===== config.mk =====
export PLATFORM = sky130hd
export DESIGN_NAME = fft_data_input
export DESIGN_NICKNAME = d
export VERILOG_FILES = /design/src/rtl/fft_data_input.sv
export SDC_FILE = /design/constraint.sdc
export NUM_CORES = 1
export LEC_CHECK = 0
export ABC_AREA = 1
export CORE_MARGIN = 2
export CORE_UTILIZATION = 50
export DETAILED_ROUTE_END_ITERATION = 7
export PLACE_DENSITY = 0.66
export SETUP_SLACK_MARGIN = 0.5
export SLEW_MARGIN = 40
export SYNTH_ARGS = -nofsm -noshare
export SYNTH_HDL_FRONTEND = slang
export SYNTH_SLANG_ARGS = --single-unit

===== constraint.sdc =====
create_clock -name clk -period 8.6 [get_ports clk]
set_input_delay 2.58 -clock clk [delete_from_list [all_inputs] [get_ports clk]]
set_output_delay 2.58 -clock clk [all_outputs]
set_load 0.02 [all_outputs]

===== src/rtl/fft_data_input.sv =====
// fft_data_input: streams a frame of NFFT complex samples from a RAM over AXI4-Stream.
// Latency: first beat valid 1 cycle after start; then one beat per cycle while tready is high.
// Backpressure: tvalid/tdata/tlast hold until tready; the RAM is write-protected while a frame is in flight.
//
// Ports:
//   clk, resetn           clock, synchronous active-low reset
//   wAddr, wData, wEn     RAM write port (even address = RE, odd address = IM of sample wAddr>>1)
//   start                 frame request, accepted only when idle
//   tvalid/tready/tlast/tdata   AXIS master, tdata = {IM, RE}
//   sending, done         frame in progress / one-cycle pulse after the last beat is accepted
//   stall_count           (only with FFT_DATA_INPUT_STALL_CNT_EN) backpressure cycles of the current or last frame
//
// Optional feature macro: FFT_DATA_INPUT_STALL_CNT_EN

module fft_data_input #(
  parameter int NFFT = 8
) (
  input  logic                      clk,
  input  logic                      resetn,
  input  logic [$clog2(NFFT*2)-1:0] wAddr,
  input  logic [31:0]               wData,
  input  logic                      wEn,
  input  logic                      start,
  output logic                      tvalid,
  input  logic                      tready,
  output logic                      tlast,
  output logic [63:0]               tdata,
  output logic                      sending,
  output logic                      done
`ifdef FFT_DATA_INPUT_STALL_CNT_EN
  ,
  output logic [15:0]               stall_count
`endif
);

  localparam int AW = $clog2(NFFT*2);
  localparam int IW = $clog2(NFFT);
  localparam logic [IW-1:0] LAST_IDX = IW'(NFFT-1);

  typedef enum logic {IDLE, SENDING} state_t;

  state_t         state, state_nxt;
  logic [IW-1:0]  idx, idx_nxt;
  logic [IW-1:0]  idx_inc;
  logic           tvalid_nxt, tlast_nxt, sending_nxt, done_nxt;
  logic [63:0]    tdata_nxt;
  logic           start_acc;
  logic [31:0]    re0, im0;
  logic [AW-1:0]  rd_re, rd_im;

  logic [31:0]    ram [0:2*NFFT-1];

  // RAM has no reset: contents survive resetn so a frame can be resent.
  always_ff @(posedge clk) begin
    if (wEn && state == IDLE) begin
      ram[wAddr] <= wData;
    end
  end

  // First beat is write-first: a same-cycle write to sample 0 is forwarded.
  assign re0 = (wEn && wAddr == AW'(0)) ? wData : ram[0];
  assign im0 = (wEn && wAddr == AW'(1)) ? wData : ram[1];

  assign idx_inc = idx + 1'b1;
  assign rd_re   = {idx_inc, 1'b0};
  assign rd_im   = {idx_inc, 1'b1};

  always_comb begin
    state_nxt   = state;
    idx_nxt     = idx;
    tvalid_nxt  = tvalid;
    tlast_nxt   = tlast;
    tdata_nxt   = tdata;
    sending_nxt = sending;
    done_nxt    = 1'b0;
    start_acc   = 1'b0;
    case (state)
      IDLE: begin
        if (start) begin
          start_acc   = 1'b1;
          tdata_nxt   = {im0, re0};
          tvalid_nxt  = 1'b1;
          tlast_nxt   = 1'b0;  // NFFT >= 2, so sample 0 is never the last
          idx_nxt     = '0;
          sending_nxt = 1'b1;
          state_nxt   = SENDING;
        end
      end
      SENDING: begin
        if (tvalid && tready) begin
          if (idx == LAST_IDX) begin
            tvalid_nxt  = 1'b0;
            tlast_nxt   = 1'b0;
            sending_nxt = 1'b0;
            done_nxt    = 1'b1;
            state_nxt   = IDLE;
          end else begin
            idx_nxt   = idx_inc;
            tdata_nxt = {ram[rd_im], ram[rd_re]};
            tlast_nxt = (idx_inc == LAST_IDX);
          end
        end
      end
      default: state_nxt = IDLE;
    endcase
  end

  always_ff @(posedge clk) begin
    if (!resetn) begin
      state   <= IDLE;
      idx     <= '0;
      tvalid  <= 1'b0;
      tlast   <= 1'b0;
      tdata   <= '0;
      sending <= 1'b0;
      done    <= 1'b0;
    end else begin
      state   <= state_nxt;
      idx     <= idx_nxt;
      tvalid  <= tvalid_nxt;
      tlast   <= tlast_nxt;
      tdata   <= tdata_nxt;
      sending <= sending_nxt;
      done    <= done_nxt;
    end
  end

`ifdef FFT_DATA_INPUT_STALL_CNT_EN
  // Held in IDLE so the previous frame's backpressure stays readable.
  always_ff @(posedge clk) begin
    if (!resetn) begin
      stall_count <= '0;
    end else if (start_acc) begin
      stall_count <= '0;
    end else if (state == SENDING && tvalid && !tready && stall_count != 16'hFFFF) begin
      stall_count <= stall_count + 16'd1;
    end
  end
`endif

endmodule


==> results of run 1 <==
==> worst paths after layout <==
check	start	endpoint	slack, ns
worst max-delay path	wAddr[0]	ram[13][11]$_DFFE_PP_	3.83
worst min-delay path	tdata[29]$_SDFFE_PN0P_	tdata[29]$_SDFFE_PN0P_	0.51
worst min register to register	tdata[29]$_SDFFE_PN0P_	tdata[29]$_SDFFE_PN0P_	0.51
worst max register to register	idx[0]$_SDFFE_PN0P_	tdata[31]$_SDFFE_PN0P_	4.22
==> layer usage <==
layer  track usage, %  vias up  wire [um]
li1                 -     8465          -
met1            34.62     8449      27280
met2            41.96      721      30890
met3            3.833      124       5084
met4            9.150        2       2016
met5                0        -         15
==> power breakdown <==
part	internal, mW	switching (mW)
registers	3.15	0.0533
clock network	1.38	1.06
logic	0.277	0.609
total	4.81	1.72
==> layout by cell type (no fill, tap or decap), types with 7 or more instances in the layout <==
cell type / instances
buf_16: 7
buf_4: 34
clkbuf_1: 21
clkbuf_16: 61
clkbuf_8: 10
clkdlybuf4s50_1: 105
clkinv_1: 7
clkinv_2: 8
dfxtp_1: 70
edfxtp_1: 512
inv_1: 107
nand2_1: 1005
nand3_1: 260
nand4_1: 65
nor2_1: 226
nor2_4: 20
o21ai_0: 47
o21ai_1: 22
==> per-stage QoR <==
stage,cells,utilization [%]
after floorplan,2507,-
after global placement,3166,53.94
after detailed placement,3178,54.52
after CTS,3288,58.26
after global routing,3289,58.28
final,3289,58.28
==> flip-flops by register name, indices dropped and copies added, names as in the netlist <==
signal,cells
idx,3
sending,1
done,1
ram,512
tlast,1
tdata,64
state,1
==> critical path, cell delays in order <==
cell             delay [ns]
clkdlybuf4s50_1        0.65
inv_2                  0.10
nor2_4                 0.42
buf_16                 0.24
inv_1                  0.15
nor2_4                 0.49
buf_4                  0.41
==> cells in the mapped netlist (3+ instances only) <==
master       n  area [sq um]
o21ai_1     22         110.1
edfxtp_1   512         15370
buf_1       13         48.80
buf_4       21         157.7
buf_6       11         123.9
nand2_1   1005          3772
inv_2        4         15.01
dfxtp_1     71          1421
nand3_1    260          1301
nand4_1     65         406.6
ha_1         3         37.54
buf_2       76         380.4
clkbuf_1    32         120.1
inv_1      108         405.4
nor2_1     242         908.4
o21ai_0     47         235.2
a21oi_1      5         25.02
nor2_4       3         33.78
==> final cells by class <==
type                       instances  share of cell area, %
sequential                       583                  58.77
multi-input combinational       1658                  24.54
clock buffer                      92                  6.097
timing repair buffer             160                  5.795
clock inverter                    18                 0.3283
tap                              664                  2.906
inverter                         113                  1.558
antenna                            1               0.008754
==> kinds of logic (layout without fill, tap and decap cells) <==
family,after synthesis,in the layout
adders and majority gates,3,3
buffers and inverters,266,383
and+or+nand+nor,1580,1580
DFF,583,583
other,0,1
AOI/OAI and AO/OA,75,75
==> summary.md, run 1 <==
| Metric | Value |
|---|---|
| Outcome | `complete, no violations` |
| DRT Pass-1 Iters | `5` |
| GPL Wtd Cong | `0.8068` |
| Hold_ws | `0.5069 ns` |
| Pre-CTS WS | `3.254 ns` |
| Clock Tree Buf Depth | `3` |
| Mux cell area share after synthesis | `0%` |
| Distinct cell type count after synthesis | `23` |
| Critical path launch point type | `input port` |
| Pleak | `11.18 nW` |
| Post-CTS sizing | `0` |
| Drt first-iter violations | `1803` |
| CTS Root Cell | `clkbuf_16` |
| Initial core utilization | `50.83%` |
| Final min period | `4.774 ns` |
| Simple-Gate Fraction of Synth Area | `25.91%` |
| Core ar. | `49050 sq um` |
| Skew-Pair Late Insertion Delay | `0.62 ns` |
| Vias per std cell | `5.400` |
| Remaining antenna violation count | `0` |
| Worst reg2reg path depth | `11` |
| Reg clk slew, reported paths | `0.06 ns` |
| Dpl hpwl | `37060 um` |
| CTS buffer count | `59` |
| Antenna violations before repair | `3` |
| Buffers on Ports | `108` |
| Worst Tran Pin Value | `0.8548 ns` |
| FP Rows | `81` |
| Synth Warn # | `0` |
| Post-synth net total | `2551` |
| Die Y | `227.3 um` |
| XOR/XNOR Fraction of Synth Area | `0%` |
| Max H-tree Level | `2` |
| DR vias | `17760` |
| Total gr overflow | `0` |
| Cells after synthesis | `2507` |
| Full die area | `51670 sq um` |
| Max Fclk | `209.5 MHz` |
| Number of flops mapped to enable cells by yosys | `512` |
| Worst IR Drop VDD | `0.0001607 V` |
| Final Hold Vio Count | `0` |
| Hold buffers post-CTS | `0` |
| Largest net degree at the start of global routing | `105` |
| Clk_skew | `0.01660 ns` |
| Seq cells post-synth | `583` |
| Setup ws final | `3.826 ns` |
| CP Data Arrival Time | `5.06 ns` |
| Register area | `16800 sq um` |
| Type of the worst setup path | `in -> reg` |
| Tot GR Track Use | `25.48%` |
| Final Cycle Share | `55.51%` |
| Relative slew slack | `43.01%` |
| Sequential area share after synthesis | `67.36%` |
| Area delta synth->final | `14.65%` |
| Layout cells sized above 1 | `6.479%` |
| # Post-CTS Setup Buffers | `0` |
| Adder-Cell Fraction of Synth Area | `0.1505%` |
| WL/cell | `19.85 um` |
| Setup violators final | `0` |
| Max Slew Vio Count | `0` |
| Multi-input combinational cell area | `7015 sq um` |
| RSZ-0062 raised after global routing | `no` |
| Total power | `6.529 mW` |
| DP Area | `26740 sq um` |
| CP endpoint kind | `register` |
| I/O pins | `109` |
| Fill count | `4110` |
| Residual DRC count | `0` |
| Synth Cell Area | `24930 sq um` |
| Crit-path max FO | `20` |
| Top_reg_cell synth | `edfxtp_1` |
| FFs w/ async S/R, synth | `0%` |
| Worst path required time | `8.89 ns` |
| Vias in the first global route | `16850` |
| Mean Syn Cell Area | `9.946 sq um` |
| Compound-Gate Fraction of Synth Area | `1.520%` |
| First-pass GRT wire length | `98610 um` |
| NumNets Final | `2619` |
| # clock sinks | `583` |
| Final wirelength | `65280 um` |
| Die X | `227.3 um` |
| Cell area after layout | `28590 sq um` |
| Largest family of logic cells by synthesized area | `simple AND/OR/NAND/NOR gates` |
| Power per cell area | `228.4 nW/um^2` |
| Max Cap Viol | `0` |
| Hold Path Depth | `2` |
| Hold WC Path Type | `reg -> reg` |
| Setup TNS | `0 ns` |
| TritonCTS clock tree | `done` |
No activity file was read; power rests on OpenSTA's default activity.
==> run 2: changes to the inputs <==
Settings changed: PLACE_DENSITY 0.66 to 0.68.
Clock period 8.6 ns to 4 ns, I/O delays scaled along.
==> summary.md, run 2 (same netlist as run 1, synthesis figures left out) <==
| Metric | Value |
|---|---|
| Outcome | `complete, no violations` |
| Gate power share | `13.6% (about the same)` |
| Remaining antenna violation count | `0 (unchanged)` |
| Largest net degree at the start of global routing | `158 (+50%)` |
| # clock sinks | `583 (unchanged)` |
| Hold_ws | `0.5129 ns (+0.005952 ns)` |
| Full die area | `51670 sq um (unchanged)` |
| CP max stage delay | `0.67 ns (+0.02 ns)` |
| # Post-CTS Setup Buffers | `0 (unchanged)` |
| Register area | `16800 sq um (unchanged)` |
| WP buf/inv | `1 (-4)` |
| Worst Tran Pin Value | `0.9658 ns (+0.1110 ns)` |
| Final Cycle Share | `74.05%` |
| RSZ-0062 raised after global routing | `no` |
| I/O pins | `109 (unchanged)` |
| Vias in the first global route | `17260 (+2.4%)` |
| Relative slew slack | `35.62% (-7.4 points)` |
| Area delta synth->final | `15.83%` |
| Reg clk slew, reported paths | `0.07 ns (about the same)` |
| Drt first-iter violations | `1811 (+0.44%)` |
| Hold WC Path Type | `reg -> reg` |
| CTS buffer count | `56 (-5.1%)` |
| Total power | `14.37 mW (+120%)` |
| Pleak | `11.39 nW (+1.8%)` |
| Layout cells sized above 1 | `7.774% (+1.3 points)` |
| Slowest cell on crit path | `clkdlybuf4s50_1` |
| Tot GR Track Use | `25.34% (-0.15 points)` |
| Buffers on Ports | `108 (unchanged)` |
| Max reg flops | `512 (unchanged)` |
| Non-filler cells, final | `3315 (+0.79%)` |
| CP Data Arrival Time | `1.76 ns (-3.30 ns)` |
| Most frequent cells in the layout | `nand2_1, edfxtp_1, nand3_1` |
| Max H-tree Level | `2 (unchanged)` |
| Dpl hpwl | `36910 um (-0.39%)` |
| Biggest regs | `ram (512), tdata (64), idx (3)` |
| Pre-CTS WS | `0.7001 ns (-2.554 ns)` |
| Crit-path leading delay family | `buffers and inverters` |
| Vias per std cell | `5.448 (+0.89%)` |
| Final Hold Vio Count | `0 (unchanged)` |
| CTS Root Cell | `clkbuf_16` |
| Final min period | `2.962 ns` |
| Fill count | `4046 (-1.6%)` |
| Most flop-heavy register | `ram` |
| TritonCTS clock tree | `done` |
| DR vias | `18060 (+1.7%)` |
| Core ar. | `49050 sq um (unchanged)` |
| Max Cap Viol | `0 (unchanged)` |
| Clk_skew | `0.01915 ns (+0.002545 ns)` |
| Clock Tree Buf Depth | `3 (unchanged)` |
| CP endpoint kind | `output pin` |
| Max Slew Vio Count | `0 (unchanged)` |
| Crit-path max FO | `2 (-90%)` |
| Switching Power | `3.678 mW (+110%)` |
| Hold buffers post-CTS | `0 (unchanged)` |
| Skew-Pair Late Insertion Delay | `0.61 ns (about the same)` |
| DRT Pass-1 Iters | `5 (unchanged)` |
| GPL Wtd Cong | `0.8402 (+4.1%)` |
| Commonest non-fill, non-tap cell in the layout | `nand2_1` |
| Die X | `227.3 um (unchanged)` |
| Power per cell area | `497.4 nW/um^2 (+120%)` |
| End-of-flow core utilization | `58.88% (+0.60 points)` |
| Worst path required time | `2.80 ns (-6.09 ns)` |
| CP cell instances | `clkdlybuf4s50_1` |
| Part of the power in the clock network | `38.6% (+1.2 points)` |
| DP Area | `26910 sq um (+0.63%)` |
| Die Y | `227.3 um (unchanged)` |
| Final wirelength | `64880 um (-0.62%)` |
| Placed cell count | `3207 (+0.91%)` |
| Antenna violations before repair | `2 (-1)` |
| Setup TNS | `0 ns (unchanged)` |
| Sw Share | `25.60% (-0.75 points)` |
| Setup violators final | `0 (unchanged)` |
| Worst IR Drop VDD | `0.0003203 V (+99%)` |
| Setup ws final | `1.038 ns (-2.789 ns)` |
| Cell area after layout | `28880 sq um (+1.0%)` |
| WL/cell | `19.57 um (-1.4%)` |
| Post-CTS sizing | `0 (unchanged)` |
| Initial core utilization | `50.83% (unchanged)` |
| NumNets Final | `2646 (+1.0%)` |
| FP Rows | `81 (unchanged)` |
| Multi-input combinational cell area | `7015 sq um (unchanged)` |
| Total gr overflow | `0 (unchanged)` |
| Seq pwr share | `47.8% (-1.2 points)` |
| Type of the worst setup path | `reg -> out` |
| Critical path launch point type | `register` |
| Internal power | `10.69 mW (+120%)` |
| First-pass GRT wire length | `99020 um (+0.41%)` |
| Max Fclk | `337.6 MHz` |
| Residual DRC count | `0 (unchanged)` |
-- run 2: cell type report --
| cell class | instances | share of cell area (%) |
|---|---|---|
| sequential | 583 | 58.17 |
| multi-input combinational | 1658 | 24.29 |
| timing repair buffer | 190 | 6.386 |
| clock buffer | 83 | 5.697 |
| tap | 664 | 2.877 |
| inverter | 113 | 1.529 |
| clock inverter | 23 | 1.044 |
| antenna | 1 | 0.008664 |
-- run 2: power by group through the flow --
stage	registers, mW	clock network, mW	logic (mW)
floorplan	7.06	0	1.15
global placement	7.00	0	1.91
detailed placement	7.00	0	1.94
CTS	6.87	5.61	1.96
global route	6.88	5.79	2.16
finish	6.87	5.54	1.96
-- run 2: worst paths after layout --
path                           from                endpoint  slack (ns)  depth (start not counted)
min reg2reg  tdata[25]$_SDFFE_PN0P_  tdata[25]$_SDFFE_PN0P_        0.51                          2
max           tdata[8]$_SDFFE_PN0P_                tdata[8]        1.04                          1
max reg2reg     idx[0]$_SDFFE_PN0P_  tdata[18]$_SDFFE_PN0P_        1.27                          9
min          tdata[25]$_SDFFE_PN0P_  tdata[25]$_SDFFE_PN0P_        0.51                          2
-- run 2: worst reg2reg max path, stage by stage, from the launching register on --
cell and delay (ns):
dfxtp_4 0.60, buf_4 0.56, buf_12 0.45, nand2_1 0.46, nand2_1 0.09, nand2_1 0.05
nand2_1 0.05, nand2_1 0.05, nor2_1 0.25, nor2_1 0.07
-- run 2: metal layers --
layer  track usage [%]  up-vias  share of wire [%]
li1                  -     8525                  -
met1             35.69     8647                 42
met2             40.76      775                 47
met3             3.859      111                8.7
met4             8.012        2                2.3
met5                 0        -              0.017
